==> src/rtl/clk_div_prog.sv <==
`default_nettype none
// +----------------------------------------------------------------------------+
// | clk_div_prog: runtime-programmable 50%-duty integer clock divider           |
// | Revision 1.0                                                                |
// +----------------------------------------------------------------------------+
module clk_div_prog #(
  parameter int WIDTH = 8
) (
  input  logic             clk,
  input  logic             rst,
  input  logic             en,
  input  logic [WIDTH-1:0] div,
  output logic             out,
  output logic             tick,
  output logic [WIDTH-1:0] div_active,
  output logic             running
);

  typedef enum logic [0:0] {
    ST_IDLE = 1'b0,
    ST_RUN  = 1'b1
  } state_t;

  localparam logic [WIDTH-1:0] c_one = WIDTH'(1);
  localparam logic [WIDTH-1:0] c_two = WIDTH'(2);

  state_t           state_q, state_d;
  logic [WIDTH-1:0] cnt_q, cnt_d;
  logic [WIDTH-1:0] div_act_q, div_act_d;
  logic             hi_p_q, hi_p_d;
  logic             tick_q, tick_d;
  logic             run_q, run_d;
  logic             hi_n_q;

  logic [WIDTH-1:0] w_nc;
  logic [WIDTH-1:0] w_half;
  logic [WIDTH-1:0] w_cnt_inc;
  logic             w_last;

  // Divisors below 2 cannot produce a 50% waveform, so they run as divide-by-2.
  assign w_nc      = (div < c_two) ? c_two : div;
  assign w_half    = div_act_q >> 1;
  assign w_cnt_inc = cnt_q + c_one;
  assign w_last    = (cnt_q == (div_act_q - c_one));

  always_comb begin
    state_d   = state_q;
    cnt_d     = cnt_q;
    div_act_d = div_act_q;
    hi_p_d    = hi_p_q;
    tick_d    = tick_q;
    run_d     = run_q;
    case (state_q)
      ST_IDLE: begin
        if (en) begin
          state_d   = ST_RUN;
          cnt_d     = '0;
          div_act_d = w_nc;
          hi_p_d    = 1'b1;
          tick_d    = 1'b1;
          run_d     = 1'b1;
        end
      end
      ST_RUN: begin
        if (!w_last) begin
          cnt_d  = w_cnt_inc;
          hi_p_d = (w_cnt_inc < w_half);
          tick_d = 1'b0;
        end else if (en) begin
          cnt_d     = '0;
          div_act_d = w_nc;
          hi_p_d    = 1'b1;
          tick_d    = 1'b1;
        end else begin
          // Stop only at a period boundary so the last period is never truncated.
          state_d = ST_IDLE;
          cnt_d   = '0;
          hi_p_d  = 1'b0;
          tick_d  = 1'b0;
          run_d   = 1'b0;
        end
      end
      default: begin
        state_d = ST_IDLE;
      end
    endcase
  end

  always_ff @(posedge clk or posedge rst) begin
    if (rst) begin
      state_q   <= ST_IDLE;
      cnt_q     <= '0;
      div_act_q <= '0;
      hi_p_q    <= 1'b0;
      tick_q    <= 1'b0;
      run_q     <= 1'b0;
    end else begin
      state_q   <= state_d;
      cnt_q     <= cnt_d;
      div_act_q <= div_act_d;
      hi_p_q    <= hi_p_d;
      tick_q    <= tick_d;
      run_q     <= run_d;
    end
  end

  // Half-cycle extension of the high phase for odd divisors.
  always_ff @(negedge clk or posedge rst) begin
    if (rst) begin
      hi_n_q <= 1'b0;
    end else begin
      hi_n_q <= hi_p_q & div_act_q[0] & run_q;
    end
  end

  assign out        = hi_p_q | hi_n_q;
  assign tick       = tick_q;
  assign div_active = div_act_q;
  assign running    = run_q;

endmodule
`default_nettype wire
==> config.mk <==
export PLATFORM = sky130hd
export DESIGN_NAME = clk_div_prog
export DESIGN_NICKNAME = d
export VERILOG_FILES = /design/src/rtl/clk_div_prog.sv
export SDC_FILE = /design/constraint.sdc
export NUM_CORES = 1
export LEC_CHECK = 0
export ABC_CLOCK_PERIOD_IN_PS = 2500
export BUFFER_PORTS_ARGS = -buffer_cell sky130_fd_sc_hd__buf_2
export CAP_MARGIN = 10
export CORE_MARGIN = 2
export CORE_UTILIZATION = 50
export DETAILED_ROUTE_END_ITERATION = 16
export PLACE_DENSITY_LB_ADDON = 0.05
export SETUP_SLACK_MARGIN = 0.05
export SLEW_MARGIN = 20
export SYNTH_ARGS = -nofsm -noshare
export SYNTH_HDL_FRONTEND = slang
export SYNTH_SLANG_ARGS = --single-unit
==> constraint.sdc <==
create_clock -name clk -period 2.5 [get_ports clk]
set_clock_uncertainty 0.2 [all_clocks]
set_input_delay 0.125 -clock clk [delete_from_list [all_inputs] [get_ports clk]]
set_output_delay 0.125 -clock clk [all_outputs]
set_load 0.01 [all_outputs]
======== Word-level counts from Yosys, hierarchy flattened ========
Cells that the tools add are included.
word-level totals
  register bits ........................... 21
  word-level logic and storage cells ...... 38
  bits in latches ......................... 0
  memories kept ........................... 0
  memory bits (read-only) ................. 0
  RAM bits ................................ 0
operators by class
  divide/modulo/power cells ............... 0
  equality and inequality tests ........... 4
  $mul .................................... 0
  bitwise operators ....................... 4
  reduce and logical (&&, ||, !) cells .... 1
  $lt $le $gt $ge ......................... 2
  shift operators ......................... 0
  $add $sub $neg .......................... 2
  mux-type cells .......................... 18
operator list
  kind                   number
  $mux W8                5
  $pmux W8 S2            2
  $add A8 B1 Y8 const B  1
  $eq A8 B8 Y1           1
  $lt A8 B2 Y1 const B   1
  $lt A8 B7 Y1           1
  $pmux W1 S2            4
  $sub A8 B1 Y8 const B  1
  $mux W1                7
  $ne A2 B2 Y1 const B   2
  $reduce_and A3 Y1      1
  $and A1 B1 Y1          2
  $ne A2 B1 Y1 const B   1
  $not A1 Y1             1
  $or A1 B1 Y1           1

======== Logic depth before layout (Yosys ltp) ========
  depth after elaboration ................. 5
  gate-level depth with buffers ........... 8
  depth with buffers taken out ............ 8

==> out/results.txt <==
After clock tree synthesis, the clock-pin slew on the worst setup and hold paths is 0.12 ns. Remaining global-route overflow: 0. The relative max-transition margin came out at 0.589. The number of vias per cell is 5.39, and the detailed-router iteration count before antenna repair is 4. The sequential cells in the finished layout cover a total of 527 µm². Buffers inserted during clock tree synthesis total 3. The largest single stage delay on the critical path is 0.55 ns. The xor-xnor portion of the synthesized cell area is 0.106, and the area of the multi-input gates is 778 µm².

The power share of the sequential group was 0.321; the fraction of power spent switching nets was 0.420. The via count of the first global-routing pass came out at 1,242. Number of antenna violations at the first check in global routing: 0. The min-delay analysis places its worst path in the category input port to async pin.

The floorplan step defined a die boundary enclosing 3080 µm². For this block, the via count after detailed routing is 1,137. Entering global routing, the biggest net connects 21 pins. Power density normalized to cell area: 1200 nW/µm². The flip-flop and latch count after synthesis was 21; the fill cell instance count of the final layout was 197.

The number of nets in the synthesized netlist is 150. The synthesized-area fraction occupied by adder cells was 0.0754; the count of input and output buffers was 21. The violation count after the first detailed-route iteration is 29. The async set-reset flop share out of synthesis is 1.00, and the number of enable-type register cells in the synthesized netlist is 0.

Share of the yosys chip area belonging to registers: 0.396. Setup repair after global routing could not meet its margin everywhere. The analysis attributes to cell leakage a power of 0.875 nW. Period utilization: 1.03.

Critical path buffer and inverter count: 1. The final critical-path required period is 2.58 ns. For the area of all placed cells without fillers, the log shows 1770 µm². The clock passes through at most 2 buffers. In the routed design, unresolved DRC markers number 0. Number of instances in the synthesized netlist: 131.

The total detailed-routing wirelength was 3240 µm; the count of endpoints failing setup in the final report was 20. Dividing the detail-routed wire length by the instance count gives 15.4 µm. The mapped netlist covers 1330 µm². The internal portion of the total power is 1.24 mW.

The count of antenna-violating nets left after detailed routing was 0. Across the run, the number of max-cap violations was 0. By count the netlist is led by 20 x sky130_fd_sc_hd__dfrtp_1, 11 x sky130_fd_sc_hd__inv_1, 9 x sky130_fd_sc_hd__nor2_1.

The number of non-filler instances in the completed layout was 211. Prior to clock tree synthesis, the placed netlist has a worst setup slack of -0.0814 ns. The fraction of post-synthesis cell area in the top cell type by area works out to 0.377.

The number of placement rows is 18, and the combinational cell fraction of total power is 0.599. Data arrives at the worst endpoint at 2.58 ns. The ratio of cells with drive above 1 in the final layout is 0.315, and the clock insertion delay at the later pin of the skew report is 0.31 ns.

The run gives 0.222 as the combined global-route utilization of all metal layers. The most critical setup path has its startpoint at div_active[2]. The logs give 0 for the hold violation count in the final report and 0 for the count of inserted antenna diode cells. Clock tree synthesis found a total of 21 sinks. The total number of yosys warnings is 0, and the number of primary I/O pins is 22. At the pin with the least slew margin, the transition time is 0.614 ns. Synthesized-area fraction occupied by and/or/nand/nor cells: 0.152.

The design draws 2.13 mW. The multiplexer fraction of the synthesized cell area works out to 0.0584. STA puts the critical path data required time at 2.50 ns. The run gives 0.531 as the starting density of the core. Of all cell types, the one taking the most synthesized area is sky130_fd_sc_hd__dfrtp_1.

Type of origin of the critical path: a flip-flop. The setup path with the least slack is of type flip-flop to flip-flop. IR analysis of the VDD net gives a maximum drop of 0.000751 V. The share of the synthesized area in compound gates (AO/OA/AOI/OAI) is 0.173, and the highest attainable clock frequency is 0.388 GHz. The average cell area after synthesis works out to 10.1 µm². The placed instance area came out at 1570 µm².

Max-slew violation count: 0. At the end of routability-driven placement, the weighted congestion stood at 0.778. The wire-length estimate of the detail-placed layout is 2360 µm. The worst register-to-register path begins at div_active[2]. By area, the combinational part of the netlist is dominated by compound AO/OA/AOI/OAI gates.

The cell sitting at the root of the clock tree is a sky130_fd_sc_hd__clkbuf_4. The width of the chip was 55.5 µm; the wire length of the first global-routing pass was 5490 µm. The total instance count after detailed placement was 193. The tools report the slack of the critical path as -0.0784 ns. Yosys instantiated no cell more often than sky130_fd_sc_hd__dfrtp_1.

The fraction of power consumed by the clock network is 0.080. Cell family with the largest share of critical-path delay: simple AND/OR/NAND/NOR gates. For this run, the leading register cell type out of synthesis is sky130_fd_sc_hd__dfrtp_1. The worst setup path is captured at a flip-flop. The largest fanout on the critical path was 3; the height of the die was 55.5 µm. TritonCTS built the clock tree.

The area growth from synthesis to layout came out at 33.1%. The library cell contributing the largest single delay on the critical path is sky130_fd_sc_hd__or4_4. For this run, the post-layout net count is 201. The analysis attributes to net switching a power of 0.893 mW. The checks that failed: setup timing. Walking the worst path, the cells encountered are or4_4 > and4b_1 > a311oi_2 > a2111oi_4 > buf_4 > nand2b_1 > a32oi_1. The tools report the deepest level of the CTS H-tree as 1. The run gives 40 as the number of distinct library cell variants in the gate-level netlist after synthesis.

The flow ran to the end, but the final reports show violations. The placeable core region was 2500 µm². By area the synthesized netlist is led by sky130_fd_sc_hd__dfrtp_1 38%, sky130_fd_sc_hd__ha_1 7.5%, sky130_fd_sc_hd__xnor2_1 5.3%, sky130_fd_sc_hd__xor2_1 5.3%, sky130_fd_sc_hd__mux2_2 5.1%.
[sequential cells by signal (all words and copies together), names as in the netlist]
register    cells
running         1
div_active      8
cnt_q           8
hi_p_q          1
state_q         1
hi_n_q          1
tick            1
[area by class of cell]
cell class	count	area share
Inverter	11	0.0234
Clock buffer	4	0.0149
Sequential cell	21	0.298
Tap cell	30	0.0212
Timing Repair Buffer	49	0.202
Multi-Input combinational cell	96	0.441
[placed cells by master (no fill, tap or decap), types with 3 or more instances in the layout]
cell	instances
sky130_fd_sc_hd__buf_4	15
sky130_fd_sc_hd__nor3_1	3
sky130_fd_sc_hd__nand3_1	6
sky130_fd_sc_hd__inv_1	11
sky130_fd_sc_hd__a22o_1	6
sky130_fd_sc_hd__buf_2	20
sky130_fd_sc_hd__dlygate4sd3_1	11
sky130_fd_sc_hd__mux2_2	5
sky130_fd_sc_hd__a21oi_1	3
sky130_fd_sc_hd__clkbuf_4	3
sky130_fd_sc_hd__xnor2_1	8
sky130_fd_sc_hd__buf_6	3
sky130_fd_sc_hd__nand2_1	7
sky130_fd_sc_hd__xor2_1	8
sky130_fd_sc_hd__nor2_1	9
sky130_fd_sc_hd__ha_1	8
sky130_fd_sc_hd__dfrtp_1	19
[logic make-up after synthesis]
family                   after synthesis
adder cells (fa/ha/maj)                8
XOR/XNOR                              16
AND/OR/NAND/NOR                       39
AO/OA/AOI/OAI                         26
buffers and inverters                 14
flip-flops                            21
multiplexers                           7
[final timing paths]
path | cells after the start | slack (ns) | endpoint
worst max-delay path | 7 | -0.08 | div_active[1]
worst min-delay path | 4 | 0.27 | div_active[0]
worst max register to register | 7 | -0.08 | div_active[1]
worst min register to register | 2 | 0.33 | tick
max in group asynchronous | 3 | 0.78 | hi_n_q
min in group clk | 2 | 0.33 | tick
[what timing repair did]
item / CTS / global route
endpoints found under the hold margin: 29 / 0
endpoints found under the setup margin: 19 / 21
setup buffers: 1 / 2
pin swaps: 0 / 6
resized for setup: 4 / 4
hold buffers: 11 / 0
[per-stage QoR]
step	hold WS [ns]	util	TNS, ns
6_report	0.266	0.707	-1.13
2_1_floorplan	-0.0986	-	-0.595
4_1_cts	0.280	0.694	-1.24
5_1_grt	0.310	0.707	-2.95
3_5_place_dp	0.0745	0.628	-0.758
3_3_place_gp	0.0530	0.628	-0.242
[metal layers]
layer | routed length (µm) | global-route usage | share of wire
met5 | 0 | 0 | 0
met4 | 31 | 0.0627 | 0.0096
met3 | 59 | 0.0304 | 0.018
met2 | 1630 | 0.391 | 0.50
met1 | 1520 | 0.282 | 0.47
[power groups by stage]
| stage | clock network (mW) | registers, mW | logic (mW) |
|---|---|---|---|
| after floorplan | 0 | 0.676 | 0.807 |
| after global placement | 0 | 0.676 | 1.17 |
| after detailed placement | 0 | 0.682 | 1.19 |
| after CTS | 0.172 | 0.679 | 1.25 |
| after global routing | 0.185 | 0.708 | 1.42 |
| final | 0.170 | 0.684 | 1.28 |
[worst reg2reg max path, stage by stage (launching register included)]
cell	delay (ns)
sky130_fd_sc_hd__dfrtp_1	0.40
sky130_fd_sc_hd__or4_4	0.55
sky130_fd_sc_hd__and4b_1	0.29
sky130_fd_sc_hd__a311oi_2	0.07
sky130_fd_sc_hd__a2111oi_4	0.49
sky130_fd_sc_hd__buf_4	0.21
sky130_fd_sc_hd__nand2b_1	0.16
sky130_fd_sc_hd__a32oi_1	0.10
Power figures use the tool's default switching activity.
